--- src/rtl/fp_pkg.sv ---
// Shared constants, operand classes and FSM states for the binary32 multiplier.
package fp_pkg;

  localparam int FP_BIAS = 127;
  localparam int EXP_MAX = 255;
  localparam logic [31:0] QNAN = 32'h7FC00000;
  localparam logic [31:0] PINF = 32'h7F800000;

  typedef enum logic [1:0] {
    FP_ZERO = 2'd0,
    FP_NORM = 2'd1,
    FP_INF  = 2'd2,
    FP_NAN  = 2'd3
  } fp_class_t;

  typedef enum logic [1:0] {
    S_IDLE = 2'd0,
    S_MUL  = 2'd1,
    S_NORM = 2'd2,
    S_DONE = 2'd3
  } state_t;

  // Subnormals are flushed, so exponent 0 always classifies as zero.
  function automatic fp_class_t fp_classify(input logic [31:0] x);
    fp_class_t c;
    if (x[30:23] == 8'd0) begin
      c = FP_ZERO;
    end else if (x[30:23] == 8'hFF) begin
      c = (x[22:0] != 23'd0) ? FP_NAN : FP_INF;
    end else begin
      c = FP_NORM;
    end
    return c;
  endfunction

endpackage

--- src/rtl/fp_multiplier_seq_mant.sv ---
// Iterative shift-add significand multiplier: one multiplier bit per cycle,
// product accumulates in the upper half while the multiplier shifts out below.
module fp_mant_mul_iter #(
  parameter int MANT_W = 24
) (
  input  logic                  clk,
  input  logic                  rst_n,
  input  logic                  start_i,
  input  logic [MANT_W-1:0]     mcand_i,
  input  logic [MANT_W-1:0]     mplier_i,
  output logic                  busy_o,
  output logic                  done_o,
  output logic [2*MANT_W-1:0]   product_o
);

  localparam int CNT_W = $clog2(MANT_W);
  localparam logic [CNT_W-1:0] CNT_LAST = CNT_W'(MANT_W - 1);

  logic [MANT_W-1:0]   mcand_q, mcand_d;
  logic [2*MANT_W-1:0] acc_q, acc_d;
  logic [CNT_W-1:0]    cnt_q, cnt_d;
  logic                busy_q, busy_d;
  logic [MANT_W:0]     sum_s;

  always_comb begin
    mcand_d = mcand_q;
    acc_d   = acc_q;
    cnt_d   = cnt_q;
    busy_d  = busy_q;
    sum_s   = {1'b0, acc_q[2*MANT_W-1:MANT_W]} +
              (acc_q[0] ? {1'b0, mcand_q} : {(MANT_W+1){1'b0}});
    if (start_i) begin
      mcand_d = mcand_i;
      acc_d   = {{MANT_W{1'b0}}, mplier_i};
      cnt_d   = {CNT_W{1'b0}};
      busy_d  = 1'b1;
    end else if (busy_q) begin
      acc_d = {sum_s, acc_q[MANT_W-1:1]};
      if (cnt_q == CNT_LAST) begin
        busy_d = 1'b0;
      end else begin
        cnt_d = cnt_q + {{(CNT_W-1){1'b0}}, 1'b1};
      end
    end else begin
      busy_d = 1'b0;
    end
  end

  always_ff @(posedge clk) begin
    if (!rst_n) begin
      mcand_q <= {MANT_W{1'b0}};
      acc_q   <= {(2*MANT_W){1'b0}};
      cnt_q   <= {CNT_W{1'b0}};
      busy_q  <= 1'b0;
    end else begin
      mcand_q <= mcand_d;
      acc_q   <= acc_d;
      cnt_q   <= cnt_d;
      busy_q  <= busy_d;
    end
  end

  assign busy_o    = busy_q;
  assign done_o    = busy_q && (cnt_q == CNT_LAST);
  assign product_o = acc_q;

endmodule

--- src/rtl/fp_multiplier_seq.sv ---
// Multi-cycle binary32 multiplier: unpack, 24-step shift-add core, one-cycle
// normalise/RNE round, then a held result with valid/ready handshake.
module fp_multiplier_seq
  import fp_pkg::*;
#(
  parameter int XLEN   = 32,
  parameter int MANT_W = 24
) (
  input  logic            clk,
  input  logic            rst_n,
  input  logic            in_valid,
  output logic            in_ready,
  input  logic [XLEN-1:0] A,
  input  logic [XLEN-1:0] B,
  output logic            out_valid,
  input  logic            out_ready,
  output logic [XLEN-1:0] result,
  output logic            Exception,
  output logic            Overflow,
  output logic            Underflow
);

  localparam logic signed [9:0] EXP_OVF = 10'(EXP_MAX);
  localparam logic [9:0]        BIAS10  = 10'(FP_BIAS);

  state_t               state_q, state_d;
  logic                 start_q, start_d, sign_q, sign_d;
  logic signed [9:0]    exp_q, exp_d;
  logic [MANT_W-1:0]    mant_a_q, mant_a_d, mant_b_q, mant_b_d;
  fp_class_t            cls_a_q, cls_a_d, cls_b_q, cls_b_d;
  logic [XLEN-1:0]      result_q, result_d;
  logic                 exc_q, exc_d, ovf_q, ovf_d, unf_q, unf_d, out_valid_q, out_valid_d;

  logic                 accept_s, core_busy_s, core_done_s;
  logic [2*MANT_W-1:0]  prod_s;
  logic [23:0]          mant_s;
  logic [24:0]          mant_r_s;
  logic [22:0]          frac_s;
  logic                 g_s, r_s, st_s, rnd_s, nan_s, inf_s, zero_s;
  logic signed [9:0]    exp1_s, exp2_s;
  logic [31:0]          res_s;
  logic                 exc_s, ovf_s, unf_s;

  fp_mant_mul_iter #(.MANT_W(MANT_W)) u_core (
    .clk       (clk),
    .rst_n     (rst_n),
    .start_i   (start_q),
    .mcand_i   (mant_a_q),
    .mplier_i  (mant_b_q),
    .busy_o    (core_busy_s),
    .done_o    (core_done_s),
    .product_o (prod_s)
  );

  assign accept_s = in_valid && (state_q == S_IDLE);

  // Normalise, round to nearest even, then apply the special-case priority.
  always_comb begin
    if (prod_s[47]) begin
      mant_s = prod_s[47:24];
      g_s    = prod_s[23];
      r_s    = prod_s[22];
      st_s   = |prod_s[21:0];
      exp1_s = exp_q + 10'sd1;
    end else begin
      mant_s = prod_s[46:23];
      g_s    = prod_s[22];
      r_s    = prod_s[21];
      st_s   = |prod_s[20:0];
      exp1_s = exp_q;
    end
    rnd_s    = g_s & (r_s | st_s | mant_s[0]);
    mant_r_s = {1'b0, mant_s} + {24'd0, rnd_s};
    if (mant_r_s[24]) begin
      frac_s = mant_r_s[23:1];
      exp2_s = exp1_s + 10'sd1;
    end else begin
      frac_s = mant_r_s[22:0];
      exp2_s = exp1_s;
    end

    nan_s  = (cls_a_q == FP_NAN) || (cls_b_q == FP_NAN) ||
             ((cls_a_q == FP_INF) && (cls_b_q == FP_ZERO)) ||
             ((cls_a_q == FP_ZERO) && (cls_b_q == FP_INF));
    inf_s  = (cls_a_q == FP_INF) || (cls_b_q == FP_INF);
    zero_s = (cls_a_q == FP_ZERO) || (cls_b_q == FP_ZERO);

    res_s = 32'd0;
    exc_s = 1'b0;
    ovf_s = 1'b0;
    unf_s = 1'b0;
    if (nan_s) begin
      res_s = QNAN;
      exc_s = 1'b1;
    end else if (inf_s) begin
      res_s = {sign_q, PINF[30:0]};
      exc_s = 1'b1;
    end else if (zero_s) begin
      res_s = {sign_q, 31'd0};
    end else if (exp2_s >= EXP_OVF) begin
      res_s = {sign_q, PINF[30:0]};
      ovf_s = 1'b1;
    end else if (exp2_s <= 10'sd0) begin
      res_s = {sign_q, 31'd0};
      unf_s = 1'b1;
    end else begin
      res_s = {sign_q, exp2_s[7:0], frac_s};
    end
  end

  // Control FSM, operand unpack and result capture.
  always_comb begin
    state_d     = state_q;
    start_d     = 1'b0;
    sign_d      = sign_q;
    exp_d       = exp_q;
    mant_a_d    = mant_a_q;
    mant_b_d    = mant_b_q;
    cls_a_d     = cls_a_q;
    cls_b_d     = cls_b_q;
    result_d    = result_q;
    exc_d       = exc_q;
    ovf_d       = ovf_q;
    unf_d       = unf_q;
    out_valid_d = out_valid_q;
    case (state_q)
      S_IDLE: begin
        if (accept_s) begin
          state_d  = S_MUL;
          start_d  = 1'b1;
          sign_d   = A[31] ^ B[31];
          exp_d    = signed'({2'b00, A[30:23]} + {2'b00, B[30:23]} - BIAS10);
          mant_a_d = {1'b1, A[22:0]};
          mant_b_d = {1'b1, B[22:0]};
          cls_a_d  = fp_classify(A);
          cls_b_d  = fp_classify(B);
        end else begin
          state_d = S_IDLE;
        end
      end
      S_MUL: begin
        if (core_done_s) begin
          state_d = S_NORM;
        end else if (!start_q && !core_busy_s) begin
          state_d = S_IDLE;   // core lost its operation: recover rather than hang
        end else begin
          state_d = S_MUL;
        end
      end
      S_NORM: begin
        state_d     = S_DONE;
        result_d    = res_s;
        exc_d       = exc_s;
        ovf_d       = ovf_s;
        unf_d       = unf_s;
        out_valid_d = 1'b1;
      end
      S_DONE: begin
        if (out_ready) begin
          state_d     = S_IDLE;
          out_valid_d = 1'b0;
        end else begin
          state_d = S_DONE;
        end
      end
      default: begin
        state_d     = S_IDLE;
        out_valid_d = 1'b0;
      end
    endcase
  end

  always_ff @(posedge clk) begin
    if (!rst_n) begin
      state_q     <= S_IDLE;
      start_q     <= 1'b0;
      sign_q      <= 1'b0;
      exp_q       <= 10'sd0;
      mant_a_q    <= {MANT_W{1'b0}};
      mant_b_q    <= {MANT_W{1'b0}};
      cls_a_q     <= FP_ZERO;
      cls_b_q     <= FP_ZERO;
      result_q    <= {XLEN{1'b0}};
      exc_q       <= 1'b0;
      ovf_q       <= 1'b0;
      unf_q       <= 1'b0;
      out_valid_q <= 1'b0;
    end else begin
      state_q     <= state_d;
      start_q     <= start_d;
      sign_q      <= sign_d;
      exp_q       <= exp_d;
      mant_a_q    <= mant_a_d;
      mant_b_q    <= mant_b_d;
      cls_a_q     <= cls_a_d;
      cls_b_q     <= cls_b_d;
      result_q    <= result_d;
      exc_q       <= exc_d;
      ovf_q       <= ovf_d;
      unf_q       <= unf_d;
      out_valid_q <= out_valid_d;
    end
  end

  assign in_ready  = (state_q == S_IDLE);
  assign out_valid = out_valid_q;
  assign result    = result_q;
  assign Exception = exc_q;
  assign Overflow  = ovf_q;
  assign Underflow = unf_q;

endmodule

--- config.mk ---
export PLATFORM = sky130hd
export DESIGN_NAME = fp_multiplier_seq
export DESIGN_NICKNAME = d
export VERILOG_FILES = /design/src/rtl/fp_pkg.sv /design/src/rtl/fp_multiplier_seq_mant.sv /design/src/rtl/fp_multiplier_seq.sv
export SDC_FILE = /design/constraint.sdc
export NUM_CORES = 1
export LEC_CHECK = 0
export BUFFER_PORTS_ARGS = -buffer_cell sky130_fd_sc_hd__buf_2
export CORE_MARGIN = 8
export CORE_UTILIZATION = 30
export DETAILED_ROUTE_END_ITERATION = 10
export PLACE_DENSITY = 0.53
export RECOVER_POWER = 25
export SLEW_MARGIN = 20
export SYNTH_ARGS = -nofsm -noshare
export SYNTH_HDL_FRONTEND = slang
export SYNTH_SLANG_ARGS = --single-unit
--- constraint.sdc ---
create_clock -name clk -period 7.5 [get_ports clk]
set_input_delay 1.125 -clock clk [delete_from_list [all_inputs] [get_ports clk]]
set_output_delay 1.125 -clock clk [all_outputs]
set_load 0.05 [all_outputs]
==> impl_metrics.xml, run 1 <==
<?xml version="1.0" encoding="UTF-8"?>
<metrics>
  <group name="layout">
    <metric name="finalCoreUtilization" unit="%">34.47</metric>
    <metric name="number_of_antenna_diodes" unit="">0</metric>
    <metric name="filler_cell_count" unit="">3653</metric>
    <metric name="num-nets-final" unit="">1436</metric>
    <metric name="mostFrequentLayoutCell" unit="">sky130_fd_sc_hd__nand2_1</metric>
    <metric name="most_frequent_cells_in_the_layout" unit="">196 x sky130_fd_sc_hd__nand2_1, 176 x sky130_fd_sc_hd__dfxtp_1, 81 x sky130_fd_sc_hd__o21ai_0, 74 x sky130_fd_sc_hd__buf_2, 68 x sky130_fd_sc_hd__mux2i_1</metric>
    <metric name="growth_of_design_area_from_synthesis_to_finish" unit="%">13.80</metric>
    <metric name="drive_above_1_share" unit="%">10.03</metric>
  </group>
  <group name="floorplan">
    <metric name="io_pins" unit="">105</metric>
    <metric name="die-area" unit="um^2">40920</metric>
    <metric name="fp.dieH" unit="um">202.3</metric>
    <metric name="core-area" unit="um^2">34370</metric>
    <metric name="start_util" unit="%">30.29</metric>
    <metric name="number_of_rows_created_at_floorplan" unit="">68</metric>
    <metric name="die_width" unit="um">202.3</metric>
  </group>
  <group name="clock_tree">
    <metric name="tritoncts" unit="">done</metric>
    <metric name="post_cts_resize_count" unit="">0</metric>
    <metric name="cts-hold-fix-buffers" unit="">0</metric>
    <metric name="clock-root-buffer" unit="">sky130_fd_sc_hd__clkbuf_16</metric>
    <metric name="cts_sinks" unit="">179</metric>
    <metric name="clock_insertion_delay_worst_skew" unit="ns">0.45</metric>
    <metric name="maximum_level_of_the_cts_h_tree" unit="">4</metric>
    <metric name="cts.path.max_buffers" unit="">2</metric>
    <metric name="cts_post_setup_buffers_inserted" unit="">0</metric>
    <metric name="cts_buffers" unit="">17</metric>
    <metric name="cts.clk_slew.worst_paths" unit="ns">0.08</metric>
  </group>
  <group name="setup_path">
    <metric name="crit_path_start_kind" unit="">flop</metric>
    <metric name="setup.worst_path.class" unit="">flop to flop</metric>
    <metric name="critPathArrivalTime" unit="ns">4.67</metric>
    <metric name="startpoint" unit="">u_core.product_o[47]</metric>
    <metric name="crit_path_end_kind" unit="">flop</metric>
    <metric name="reg_to_reg_startpoint" unit="">u_core.product_o[47]</metric>
    <metric name="critical_path.max_fanout" unit="">64</metric>
    <metric name="worstPathRequired" unit="ns">7.83</metric>
  </group>
  <group name="routing">
    <metric name="detail_route.vias_per_cell" unit="">5.070</metric>
    <metric name="detail-route-antenna-nets" unit="">0</metric>
    <metric name="route.detailed.drc" unit="">0</metric>
    <metric name="first_pass_iters" unit="">4</metric>
    <metric name="routed-via-count" unit="">9081</metric>
    <metric name="wl_per_cell" unit="um">16.06</metric>
    <metric name="1st_iter_drt_viols" unit="">554</metric>
    <metric name="postRouteWirelength" unit="um">28760</metric>
  </group>
  <group name="flow_run">
    <metric name="cap_viol_max_count" unit="">1</metric>
  </group>
  <group name="pwr">
    <metric name="totalPowerFinal" unit="uW">2199</metric>
    <metric name="irDropWorstVdd" unit="uV">147.5</metric>
    <metric name="power_density" unit="nW/um^2">185.6</metric>
    <metric name="power.leakage" unit="uW">0.004474</metric>
  </group>
  <group name="synthesis">
    <metric name="synthesis.area_per_instance" unit="um^2">8.198</metric>
    <metric name="seq_area_frac_synth" unit="%">34.42</metric>
    <metric name="synthesis.instances" unit="">1270</metric>
    <metric name="synth_edf_count" unit="">0</metric>
    <metric name="ys.warnings.count" unit="">0</metric>
    <metric name="synthesis.nets" unit="">1383</metric>
    <metric name="synth_async_sr_flop_share" unit="%">0</metric>
    <metric name="synth_area" unit="um^2">10410</metric>
    <metric name="register_bit_total_from_synthesis" unit="">179</metric>
    <metric name="synth-main-ff-cell" unit="">sky130_fd_sc_hd__dfxtp_1</metric>
    <metric name="synth.lib_cells_used.distinct" unit="">78</metric>
  </group>
  <group name="placement">
    <metric name="dp_hpwl" unit="um">21570</metric>
    <metric name="finalWeightedCongestion" unit="">0.8158</metric>
    <metric name="i_o_buffers" unit="">104</metric>
  </group>
  <group name="timing">
    <metric name="tns" unit="ns">0</metric>
    <metric name="timing.final.setup_violations" unit="">0</metric>
    <metric name="finalHoldViolations" unit="">0</metric>
    <metric name="final.min_clock_period" unit="ns">4.339</metric>
    <metric name="tightest_slew" unit="ns">1.909</metric>
    <metric name="clock_skew" unit="ns">0.02562</metric>
    <metric name="max_freq" unit="GHz">0.2305</metric>
    <metric name="rsz0062_at_grt" unit="">no</metric>
    <metric name="relSlewSlack" unit="%">-27.28</metric>
    <metric name="period_share" unit="%">57.86</metric>
    <metric name="final-max-slew-violation-count" unit="">44</metric>
  </group>
  <group name="global_routing">
    <metric name="global_route_wire_length_before_repair" unit="um">47030</metric>
    <metric name="grt_start_max_net_pins" unit="">108</metric>
    <metric name="number_of_antenna_violations_at_the_first_check_in_global_routing" unit="">0</metric>
    <metric name="grt_pass1_vias" unit="">8863</metric>
    <metric name="grt_util_all_layers" unit="%">13.81</metric>
    <metric name="globalRoute.totalOverflow" unit="">0</metric>
  </group>
  <group name="run_status">
    <metric name="status" unit="">complete, but fails checks</metric>
    <metric name="failed_checks" unit="">max-capacitance violations, max-slew violations</metric>
  </group>
  <group name="worst_hold_path">
    <metric name="hp-class" unit="">flop to flop</metric>
    <metric name="holdCritStartpoint" unit="">mant_b_q[2]</metric>
  </group>
</metrics>
==> area by class of cell <==
| type | instances | area [um^2] | share of cell area (%) |
|---|---|---|---|
| Multi-Input combinational cell | 987 | 6410 | 54.10 |
| Inverter | 25 | 93.84 | 0.7921 |
| Clock buffer | 17 | 425.4 | 3.591 |
| Clock inverter | 15 | 211.5 | 1.785 |
| Timing Repair Buffer | 113 | 550.5 | 4.647 |
| Tap cell | 455 | 569.3 | 4.805 |
| Sequential cell | 179 | 3587 | 30.28 |
==> per-stage QoR <==
stage / hold slack (ns) / instances / setup WS (ns) / cell area (um^2)
finish: 0.4670 / 1791 / 3.161 / 11850
global route: 0.4846 / 1791 / 2.846 / 11850
CTS: 0.4700 / 1791 / 3.188 / 11890
detailed placement: 0.4536 / 1759 / 3.201 / 11250
global placement: 0.4373 / 1759 / 3.239 / 11250
floorplan: 0.4410 / 1270 / 2.842 / 10410
==> report_power, final <==
group	switching [uW]	internal, uW
clock	484	470
sequential	31.6	980
combinational	140	93.4
==> state kept, by name, summed over array words and instances (netlist names), 5 cells and up <==
register / flops
mant_b_q: 23
u_core.product_o: 48
u_core.cnt_q: 5
exp_q: 10
mant_a_q: 24
result: 32
u_core.mcand_q: 24
==> final timing paths <==
path / cells past startpoint / slack (ns) / end
max: 12 / 3.16 / result[6]
min: 2 / 0.47 / mant_b_q[2]
max reg2reg: 12 / 3.16 / result[6]
min reg2reg: 2 / 0.47 / mant_b_q[2]
==> cell families (layout without fill, tap and decap cells) <==
family          Yosys count  in the layout  share of synthesized area (%)
simple gates            505            505                          24.11
compound gates          319            319                          20.88
flops                   179            179                          34.42
buf+inv                 104            170                          4.050
mux                      71             71                          6.970
xor+xnor                 47             47                          4.026
fa+ha+maj                45             45                          5.552
==> worst max-delay path: stages (launching register included) <==
cell and delay (ns):
sky130_fd_sc_hd__dfxtp_2 0.32, sky130_fd_sc_hd__buf_4 0.51, sky130_fd_sc_hd__nand2_1 0.14, sky130_fd_sc_hd__a21boi_0 0.21, sky130_fd_sc_hd__ha_1 0.21, sky130_fd_sc_hd__nand2_1 0.07, sky130_fd_sc_hd__nand4bb_1 0.49, sky130_fd_sc_hd__or3_4 0.61
sky130_fd_sc_hd__or4b_1 0.54, sky130_fd_sc_hd__a21oi_1 0.19, sky130_fd_sc_hd__a41oi_2 0.18, sky130_fd_sc_hd__o211a_1 0.40, sky130_fd_sc_hd__a32o_1 0.34
==> synthesized netlist by cell type, types with 8 or more instances <==
cell / n / area [um^2]
sky130_fd_sc_hd__a21o_1: 17 / 127.6
sky130_fd_sc_hd__nand4_1: 20 / 125.1
sky130_fd_sc_hd__buf_1: 9 / 33.78
sky130_fd_sc_hd__a21oi_1: 49 / 245.2
sky130_fd_sc_hd__dfxtp_1: 179 / 3583
sky130_fd_sc_hd__nor2b_1: 38 / 237.7
sky130_fd_sc_hd__nand2b_1: 10 / 62.56
sky130_fd_sc_hd__nor4_1: 25 / 156.4
sky130_fd_sc_hd__and3_1: 11 / 68.82
sky130_fd_sc_hd__nand2_1: 197 / 739.5
sky130_fd_sc_hd__nor2_1: 61 / 229.0
sky130_fd_sc_hd__xor2_1: 16 / 140.1
sky130_fd_sc_hd__nand3_1: 39 / 195.2
sky130_fd_sc_hd__o21ai_0: 81 / 405.4
sky130_fd_sc_hd__a211oi_1: 15 / 112.6
sky130_fd_sc_hd__o21a_1: 8 / 60.06
sky130_fd_sc_hd__inv_1: 25 / 93.84
sky130_fd_sc_hd__clkbuf_1: 62 / 232.7
sky130_fd_sc_hd__mux2i_1: 68 / 680.7
sky130_fd_sc_hd__xnor2_1: 30 / 262.8
sky130_fd_sc_hd__nor3_1: 16 / 80.08
sky130_fd_sc_hd__and2_1: 58 / 362.9
sky130_fd_sc_hd__a32o_1: 15 / 150.1
sky130_fd_sc_hd__a21boi_0: 65 / 488.0
sky130_fd_sc_hd__ha_1: 43 / 538.0
==> per-layer routing <==
layer / up-vias / global-route usage, % / wire, um / share of wire [%]
li1: 4648 / - / - / -
met1: 4228 / 19.24 / 14750 / 51
met2: 182 / 21.39 / 12540 / 44
met3: 23 / 2.466 / 986 / 3.4
met4: 0 / 4.170 / 486 / 1.7
met5: - / 0 / 0 / 0
Power figures use the tool's default switching activity.
==> run 2: changes to the inputs <==
--- a/config.mk
+++ b/config.mk
@@ -9,7 +9,7 @@
 export CORE_MARGIN = 8
 export CORE_UTILIZATION = 30
 export DETAILED_ROUTE_END_ITERATION = 10
-export PLACE_DENSITY = 0.53
+export PLACE_DENSITY = 0.55
 export RECOVER_POWER = 25
 export SLEW_MARGIN = 20
 export SYNTH_ARGS = -nofsm -noshare
==> constraint.sdc (replaced) <==
create_clock -name clk -period 3.95 [get_ports clk]
set_input_delay 0.5925 -clock clk [delete_from_list [all_inputs] [get_ports clk]]
set_output_delay 0.5925 -clock clk [all_outputs]
set_load 0.05 [all_outputs]
==> run 2 against run 1 <==
Effect of this change:
- the flow still finishes with violations (max-capacitance violations, max-slew violations)
- worst hold slack got worse by 0.066 ns
- core utilization increased by 0.47 points
- combinational power increased by 89%
- routed wire length increased by 1.2%
- register-to-register slack got worse by 2.8 ns
- cell count increased by 1.1%
- first-iteration DRC count increased by 13%
- via count increased by 1.6%
- largest power group unchanged
- highest routed layer unchanged
==> impl_metrics.xml, run 2 (synthesized netlist as in run 1, its figures left out) <==
<?xml version="1.0" encoding="UTF-8"?>
<metrics>
  <group name="timing">
    <metric name="final.min_clock_period" unit="ns">3.604</metric>
    <metric name="relSlewSlack" unit="%">-32.72</metric>
    <metric name="tightest_slew" unit="ns">1.990</metric>
    <metric name="rsz0062_at_grt" unit="">no</metric>
    <metric name="timing.final.setup_violations" unit="">0</metric>
    <metric name="period_share" unit="%">91.25</metric>
    <metric name="final-max-slew-violation-count" unit="">150</metric>
    <metric name="tns" unit="ns">0</metric>
    <metric name="clock_skew" unit="ns">0.02154</metric>
    <metric name="setup_slack" unit="ns">0.3456</metric>
    <metric name="max_freq" unit="GHz">0.2774</metric>
    <metric name="finalHoldViolations" unit="">0</metric>
  </group>
  <group name="placement">
    <metric name="dp_hpwl" unit="um">22350</metric>
    <metric name="dpl_worst_slack" unit="ns">0.2943</metric>
    <metric name="i_o_buffers" unit="">104</metric>
    <metric name="finalWeightedCongestion" unit="">0.9029</metric>
    <metric name="dpl.cell_count" unit="">1777</metric>
  </group>
  <group name="clock_tree">
    <metric name="tritoncts" unit="">done</metric>
    <metric name="clock-root-buffer" unit="">sky130_fd_sc_hd__clkbuf_16</metric>
    <metric name="cts.clk_slew.worst_paths" unit="ns">0.08</metric>
    <metric name="clock_insertion_delay_worst_skew" unit="ns">0.45</metric>
    <metric name="cts_sinks" unit="">179</metric>
    <metric name="cts.path.max_buffers" unit="">2</metric>
    <metric name="cts_buffers" unit="">17</metric>
    <metric name="cts-hold-fix-buffers" unit="">0</metric>
    <metric name="cts_post_setup_buffers_inserted" unit="">0</metric>
    <metric name="maximum_level_of_the_cts_h_tree" unit="">4</metric>
  </group>
  <group name="routing">
    <metric name="routed-via-count" unit="">9223</metric>
    <metric name="postRouteWirelength" unit="um">29110</metric>
    <metric name="route.detailed.drc" unit="">0</metric>
    <metric name="detail_route.vias_per_cell" unit="">5.096</metric>
    <metric name="first_pass_iters" unit="">5</metric>
    <metric name="1st_iter_drt_viols" unit="">628</metric>
    <metric name="wl_per_cell" unit="um">16.08</metric>
    <metric name="detail-route-antenna-nets" unit="">0</metric>
  </group>
  <group name="run_status">
    <metric name="status" unit="">complete, but fails checks</metric>
    <metric name="failed_checks" unit="">max-capacitance violations, max-slew violations</metric>
  </group>
  <group name="floorplan">
    <metric name="io_pins" unit="">105</metric>
    <metric name="fp.dieH" unit="um">202.3</metric>
    <metric name="die-area" unit="um^2">40920</metric>
    <metric name="number_of_rows_created_at_floorplan" unit="">68</metric>
    <metric name="die_width" unit="um">202.3</metric>
    <metric name="core-area" unit="um^2">34370</metric>
    <metric name="start_util" unit="%">30.29</metric>
  </group>
  <group name="setup_path">
    <metric name="crit_chain" unit="">buf_12 -&gt; mux2_2 -&gt; ha_1 -&gt; nand2_1 -&gt; nand4bb_1 -&gt; buf_4 -&gt; nor4_2 -&gt; a21oi_1 -&gt; xnor2_2 -&gt; a41oi_2 -&gt; o211a_2 -&gt; a32o_1</metric>
    <metric name="worstPathRequired" unit="ns">4.34</metric>
    <metric name="regToRegSetupSlack" unit="ns">0.35</metric>
    <metric name="critical_path.max_fanout" unit="">60</metric>
    <metric name="critical_path.max_stage_delay" unit="ns">0.58</metric>
    <metric name="cpMaxStageDelayCell" unit="">sky130_fd_sc_hd__nor4_2</metric>
    <metric name="critPathArrivalTime" unit="ns">3.99</metric>
    <metric name="setup.worst_path.class" unit="">flop to flop</metric>
    <metric name="cp.buffers_inverters" unit="">2</metric>
    <metric name="crit_path_end_kind" unit="">flop</metric>
    <metric name="crit_path_start_kind" unit="">flop</metric>
    <metric name="worst_path_dominant_cell_family" unit="">compound AO/OA/AOI/OAI gates</metric>
  </group>
  <group name="global_routing">
    <metric name="number_of_antenna_violations_at_the_first_check_in_global_routing" unit="">1</metric>
    <metric name="grt_util_all_layers" unit="%">14.06</metric>
    <metric name="globalRoute.totalOverflow" unit="">0</metric>
    <metric name="global_route_wire_length_before_repair" unit="um">47590</metric>
    <metric name="grt_pass1_vias" unit="">8937</metric>
    <metric name="grt_start_max_net_pins" unit="">112</metric>
  </group>
  <group name="layout">
    <metric name="finalNonFillerCells" unit="">1810</metric>
    <metric name="most_frequent_cells_in_the_layout" unit="">196 x sky130_fd_sc_hd__nand2_1, 176 x sky130_fd_sc_hd__dfxtp_1, 81 x sky130_fd_sc_hd__o21ai_0, 68 x sky130_fd_sc_hd__mux2i_1, 67 x sky130_fd_sc_hd__buf_2</metric>
    <metric name="mostFrequentLayoutCell" unit="">sky130_fd_sc_hd__nand2_1</metric>
    <metric name="largest_register_ff_count" unit="">48</metric>
    <metric name="drive_above_1_share" unit="%">10.78</metric>
    <metric name="growth_of_design_area_from_synthesis_to_finish" unit="%">15.36</metric>
    <metric name="num-nets-final" unit="">1454</metric>
    <metric name="filler_cell_count" unit="">3685</metric>
  </group>
  <group name="worst_hold_path">
    <metric name="hp-class" unit="">input pin to flop</metric>
  </group>
  <group name="pwr">
    <metric name="power_density" unit="nW/um^2">352.7</metric>
    <metric name="power.leakage" unit="uW">0.004541</metric>
    <metric name="irDropWorstVdd" unit="uV">287.1</metric>
  </group>
  <group name="flow_run">
    <metric name="cap_viol_max_count" unit="">2</metric>
  </group>
</metrics>
run 2: cell count changes in the layout (fill, tap and decap cells not counted), moves of 2 or more:
cell / previous run / this run
sky130_fd_sc_hd__clkbuf_1: 30 / 37
sky130_fd_sc_hd__inv_8: 5 / 3
sky130_fd_sc_hd__buf_2: 74 / 67
sky130_fd_sc_hd__bufinv_16: 0 / 2
sky130_fd_sc_hd__inv_12: 5 / 1
sky130_fd_sc_hd__clkinv_8: 4 / 6
sky130_fd_sc_hd__buf_4: 9 / 25
run 2: cell type report:
type | count | area (um^2) | area share (%)
diodes | 1 | 2.502 | 0.02084
clock buffers | 17 | 425.4 | 3.542
clock inverters | 15 | 232.7 | 1.938
inverters | 25 | 93.84 | 0.7813
multi-input cells | 987 | 6412 | 53.39
flip-flops and latches | 179 | 3587 | 29.87
well taps | 455 | 569.3 | 4.740
repair buffers | 131 | 686.9 | 5.719
run 2: worst reg2reg max path, stage by stage (launching register included):
cell and delay (ns):
sky130_fd_sc_hd__dfxtp_2 0.40, sky130_fd_sc_hd__buf_12 0.26, sky130_fd_sc_hd__mux2_2 0.21, sky130_fd_sc_hd__ha_1 0.17, sky130_fd_sc_hd__nand2_1 0.07, sky130_fd_sc_hd__nand4bb_1 0.23, sky130_fd_sc_hd__buf_4 0.21, sky130_fd_sc_hd__nor4_2 0.58
sky130_fd_sc_hd__a21oi_1 0.22, sky130_fd_sc_hd__xnor2_2 0.22, sky130_fd_sc_hd__a41oi_2 0.27, sky130_fd_sc_hd__o211a_2 0.47, sky130_fd_sc_hd__a32o_1 0.23
run 2: what timing repair did:
| item | 4_1_cts | 5_1_grt |
|---|---|---|
| endpoints found under the hold margin | 0 | 0 |
| gates resized for setup | 0 | 1 |
| endpoints found under the setup margin | 0 | 17 |
run 2: metrics by stage:
step,hold WS (ns),utilization [%],instance area [um^2],total power (uW)
2_1_floorplan,0.4410,-,10460,2274
3_5_place_dp,0.4565,33.17,11400,2412
5_1_grt,0.4029,34.93,12010,4421
6_report,0.4012,34.94,12010,4237
4_1_cts,0.3826,35.09,12060,4280
3_3_place_gp,0.4376,33.17,11400,2407
run 2: routing by layer:
| metal | GRT usage, % | wire [um] |
|---|---|---|
| met5 | 0 | 0 |
| met4 | 3.989 | 354 |
| met3 | 2.626 | 1230 |
| met2 | 21.96 | 12790 |
| met1 | 19.48 | 14740 |
run 2: final timing paths:
kind	from	end	cells after the start
min reg2reg	mant_a_q[2]	mant_a_q[2]	2
max reg2reg	u_core.product_o[47]	result[15]	12
min	B[3]	mant_b_q[3]	3
max	u_core.product_o[47]	result[15]	12
run 2: power by group:
| group | internal (uW) | total [uW] | switching [uW] |
|---|---|---|---|
| sequential | 1860 | 1930 | 67.8 |
| combinational | 183 | 441 | 258 |
| clock | 990 | 1870 | 876 |
==> run 3: changes to the inputs <==
==> constraint.sdc (replaced) <==
create_clock -name clk -period 3.95 [get_ports clk]
set_input_delay 0 -clock clk [delete_from_list [all_inputs] [get_ports clk]]
set_output_delay 0 -clock clk [all_outputs]
set_load 0.05 [all_outputs]
==> run 3 against run 2 <==
Effect of this change:
- the run still ends with max-capacitance violations, max-slew violations left
- worst setup slack hardly changed
- highest routed layer unchanged
- global-route usage is 0.20 points higher
- via count is 1.7% higher
- core utilization is 1.3 points higher
- fmax hardly changed
- non-clock buffer count is 49 higher
- routed wire length is 2.0% higher
- sequential power hardly changed
- clock skew is 0.011 ns lower
- cell area is 3.8% higher
==> impl_metrics.xml, run 3 (synthesized netlist as in run 1, its figures left out) <==
<?xml version="1.0" encoding="UTF-8"?>
<metrics>
  <group name="run_status">
    <metric name="status" unit="">complete, but fails checks</metric>
    <metric name="failed_checks" unit="">max-capacitance violations, max-slew violations</metric>
  </group>
  <group name="placement">
    <metric name="dp_hpwl" unit="um">22240</metric>
    <metric name="dpl_worst_slack" unit="ns">0.3008</metric>
    <metric name="i_o_buffers" unit="">104</metric>
    <metric name="finalWeightedCongestion" unit="">0.8713</metric>
  </group>
  <group name="setup_path">
    <metric name="r2r-end" unit="">result[12]</metric>
    <metric name="worstPathRequired" unit="ns">4.35</metric>
    <metric name="crit_path_end_kind" unit="">flop</metric>
    <metric name="setup.worst_path.class" unit="">flop to flop</metric>
    <metric name="regToRegSetupSlack" unit="ns">0.35</metric>
    <metric name="startpoint" unit="">u_core.product_o[47]</metric>
    <metric name="rr_worst_depth" unit="">9</metric>
    <metric name="critPathArrivalTime" unit="ns">4.00</metric>
    <metric name="critical_path.max_fanout" unit="">28</metric>
    <metric name="critical_path.endpoint" unit="">result[12]</metric>
    <metric name="crit_path_start_kind" unit="">flop</metric>
    <metric name="reg_to_reg_startpoint" unit="">u_core.product_o[47]</metric>
  </group>
  <group name="worst_hold_path">
    <metric name="worst_hold_path.num_cells" unit="">5</metric>
    <metric name="holdCritStartpoint" unit="">B[23]</metric>
    <metric name="hp-class" unit="">input pin to flop</metric>
  </group>
  <group name="timing">
    <metric name="relSlewSlack" unit="%">-60.20</metric>
    <metric name="finalHoldViolations" unit="">0</metric>
    <metric name="tns" unit="ns">0</metric>
    <metric name="timing.final.setup_violations" unit="">0</metric>
    <metric name="rsz0062_at_grt" unit="">no</metric>
    <metric name="final-max-slew-violation-count" unit="">66</metric>
    <metric name="max_freq" unit="GHz">0.2774</metric>
    <metric name="tightest_slew" unit="ns">2.403</metric>
    <metric name="period_share" unit="%">91.25</metric>
    <metric name="final.min_clock_period" unit="ns">3.605</metric>
    <metric name="setup_slack" unit="ns">0.3454</metric>
    <metric name="clock_skew" unit="ns">0.01005</metric>
    <metric name="fin_worst_hold_slack" unit="ns">0.03074</metric>
  </group>
  <group name="routing">
    <metric name="routed-via-count" unit="">9379</metric>
    <metric name="postRouteWirelength" unit="um">29690</metric>
    <metric name="detail_route.vias_per_cell" unit="">5.045</metric>
    <metric name="1st_iter_drt_viols" unit="">545</metric>
    <metric name="detail-route-antenna-nets" unit="">0</metric>
    <metric name="first_pass_iters" unit="">5</metric>
    <metric name="wl_per_cell" unit="um">15.97</metric>
    <metric name="route.detailed.drc" unit="">0</metric>
  </group>
  <group name="clock_tree">
    <metric name="clock-root-buffer" unit="">sky130_fd_sc_hd__clkbuf_16</metric>
    <metric name="maximum_level_of_the_cts_h_tree" unit="">4</metric>
    <metric name="cts_buffers" unit="">17</metric>
    <metric name="cts_sinks" unit="">179</metric>
    <metric name="cts.path.max_buffers" unit="">2</metric>
    <metric name="clock_insertion_delay_worst_skew" unit="ns">0.46</metric>
    <metric name="tritoncts" unit="">done</metric>
    <metric name="cts.clk_slew.worst_paths" unit="ns">0.09</metric>
    <metric name="cts_post_setup_buffers_inserted" unit="">0</metric>
  </group>
  <group name="global_routing">
    <metric name="globalRoute.totalOverflow" unit="">0</metric>
    <metric name="grt_pass1_vias" unit="">8980</metric>
    <metric name="grt_util_all_layers" unit="%">14.26</metric>
    <metric name="grt_start_max_net_pins" unit="">66</metric>
    <metric name="global_route_wire_length_before_repair" unit="um">47920</metric>
    <metric name="number_of_antenna_violations_at_the_first_check_in_global_routing" unit="">1</metric>
  </group>
  <group name="pwr">
    <metric name="irDropWorstVdd" unit="uV">302.4</metric>
    <metric name="totalPowerFinal" unit="uW">4221</metric>
    <metric name="power.leakage" unit="uW">0.004731</metric>
    <metric name="power_density" unit="nW/um^2">338.6</metric>
  </group>
  <group name="floorplan">
    <metric name="die_width" unit="um">202.3</metric>
    <metric name="die-area" unit="um^2">40920</metric>
    <metric name="fp.dieH" unit="um">202.3</metric>
    <metric name="number_of_rows_created_at_floorplan" unit="">68</metric>
    <metric name="start_util" unit="%">30.29</metric>
    <metric name="io_pins" unit="">105</metric>
    <metric name="core-area" unit="um^2">34370</metric>
  </group>
  <group name="layout">
    <metric name="mostFrequentLayoutCell" unit="">sky130_fd_sc_hd__nand2_1</metric>
    <metric name="finalCoreUtilization" unit="%">36.27</metric>
    <metric name="largest_register_ff_count" unit="">48</metric>
    <metric name="growth_of_design_area_from_synthesis_to_finish" unit="%">19.75</metric>
    <metric name="most_frequent_cells_in_the_layout" unit="">196 x sky130_fd_sc_hd__nand2_1, 177 x sky130_fd_sc_hd__dfxtp_1, 81 x sky130_fd_sc_hd__o21ai_0, 68 x sky130_fd_sc_hd__mux2i_1, 66 x sky130_fd_sc_hd__buf_2</metric>
    <metric name="drive_above_1_share" unit="%">10.26</metric>
    <metric name="num-nets-final" unit="">1503</metric>
  </group>
  <group name="flow_run">
    <metric name="cap_viol_max_count" unit="">1</metric>
  </group>
</metrics>
run 3: changes by cell type in the layout (fill, tap and decap cells not counted), sizes merged:
cell         before  now
dlygate4sd3       0   50
buf              93   90
inv              31   34
bufinv            2    0
clkbuf           55   57
clkinvlp          1    0
run 3: stage by stage:
step           cell area, um^2  cells
4_1_cts                  12520   1858
2_1_floorplan            10460   1270
5_1_grt                  12470   1859
3_3_place_gp             11380   1776
6_report                 12470   1859
3_5_place_dp             11380   1776
run 3: critical path: stages (launching register included):
cell and delay (ns):
sky130_fd_sc_hd__dfxtp_2 0.43, sky130_fd_sc_hd__buf_4 0.32, sky130_fd_sc_hd__nand2_1 0.14, sky130_fd_sc_hd__a2111o_1 0.56, sky130_fd_sc_hd__or3_4 0.49, sky130_fd_sc_hd__nor4_1 0.38
sky130_fd_sc_hd__xnor2_1 0.22, sky130_fd_sc_hd__a41oi_2 0.29, sky130_fd_sc_hd__o211a_2 0.47, sky130_fd_sc_hd__a32o_1 0.23
run 3: layer usage:
layer  vias up  GRT usage [%]  wire length [um]
li1       4782              -                 -
met4         0          4.688               614
met5         -              0                 0
met3        31          2.754              1081
met2       189          21.84             12980
met1      4377          19.80             15010
run 3: worst min-delay path by stage:
stage | endpoint | slack [ns]
final | cls_b_q[1] | 0.03
after detailed placement | mant_a_q[13] | 0.27
after floorplan | mant_a_q[0] | 0.14
after global placement | mant_a_q[13] | 0.27
after global routing | cls_b_q[1] | 0.03
after CTS | cls_b_q[1] | 0.008
run 3: timing repair:
item | 4_1_cts | 5_1_grt
hold endpoints to repair | 51 | 0
endpoints found under the setup margin | 0 | 17
resized for setup | 0 | 1
hold buffers | 50 | 0
run 3: cell type report:
type / count / area (um^2)
clock inverters: 15 / 212.7
clock buffers: 17 / 425.4
repair buffers: 180 / 1164
inverters: 25 / 93.84
fillers: 3608 / 21910
flip-flops and latches: 179 / 3586
well taps: 455 / 569.3
multi-input cells: 987 / 6414
diodes: 1 / 2.502
run 3: where the power goes:
part           switching, uW  leakage, uW  internal [uW]  total [uW]
sequential              55.6      0.00146           1860        1920
combinational            273      0.00297            213         486
clock                    930     0.000308            888        1820
total                   1260      0.00473           2960        4220
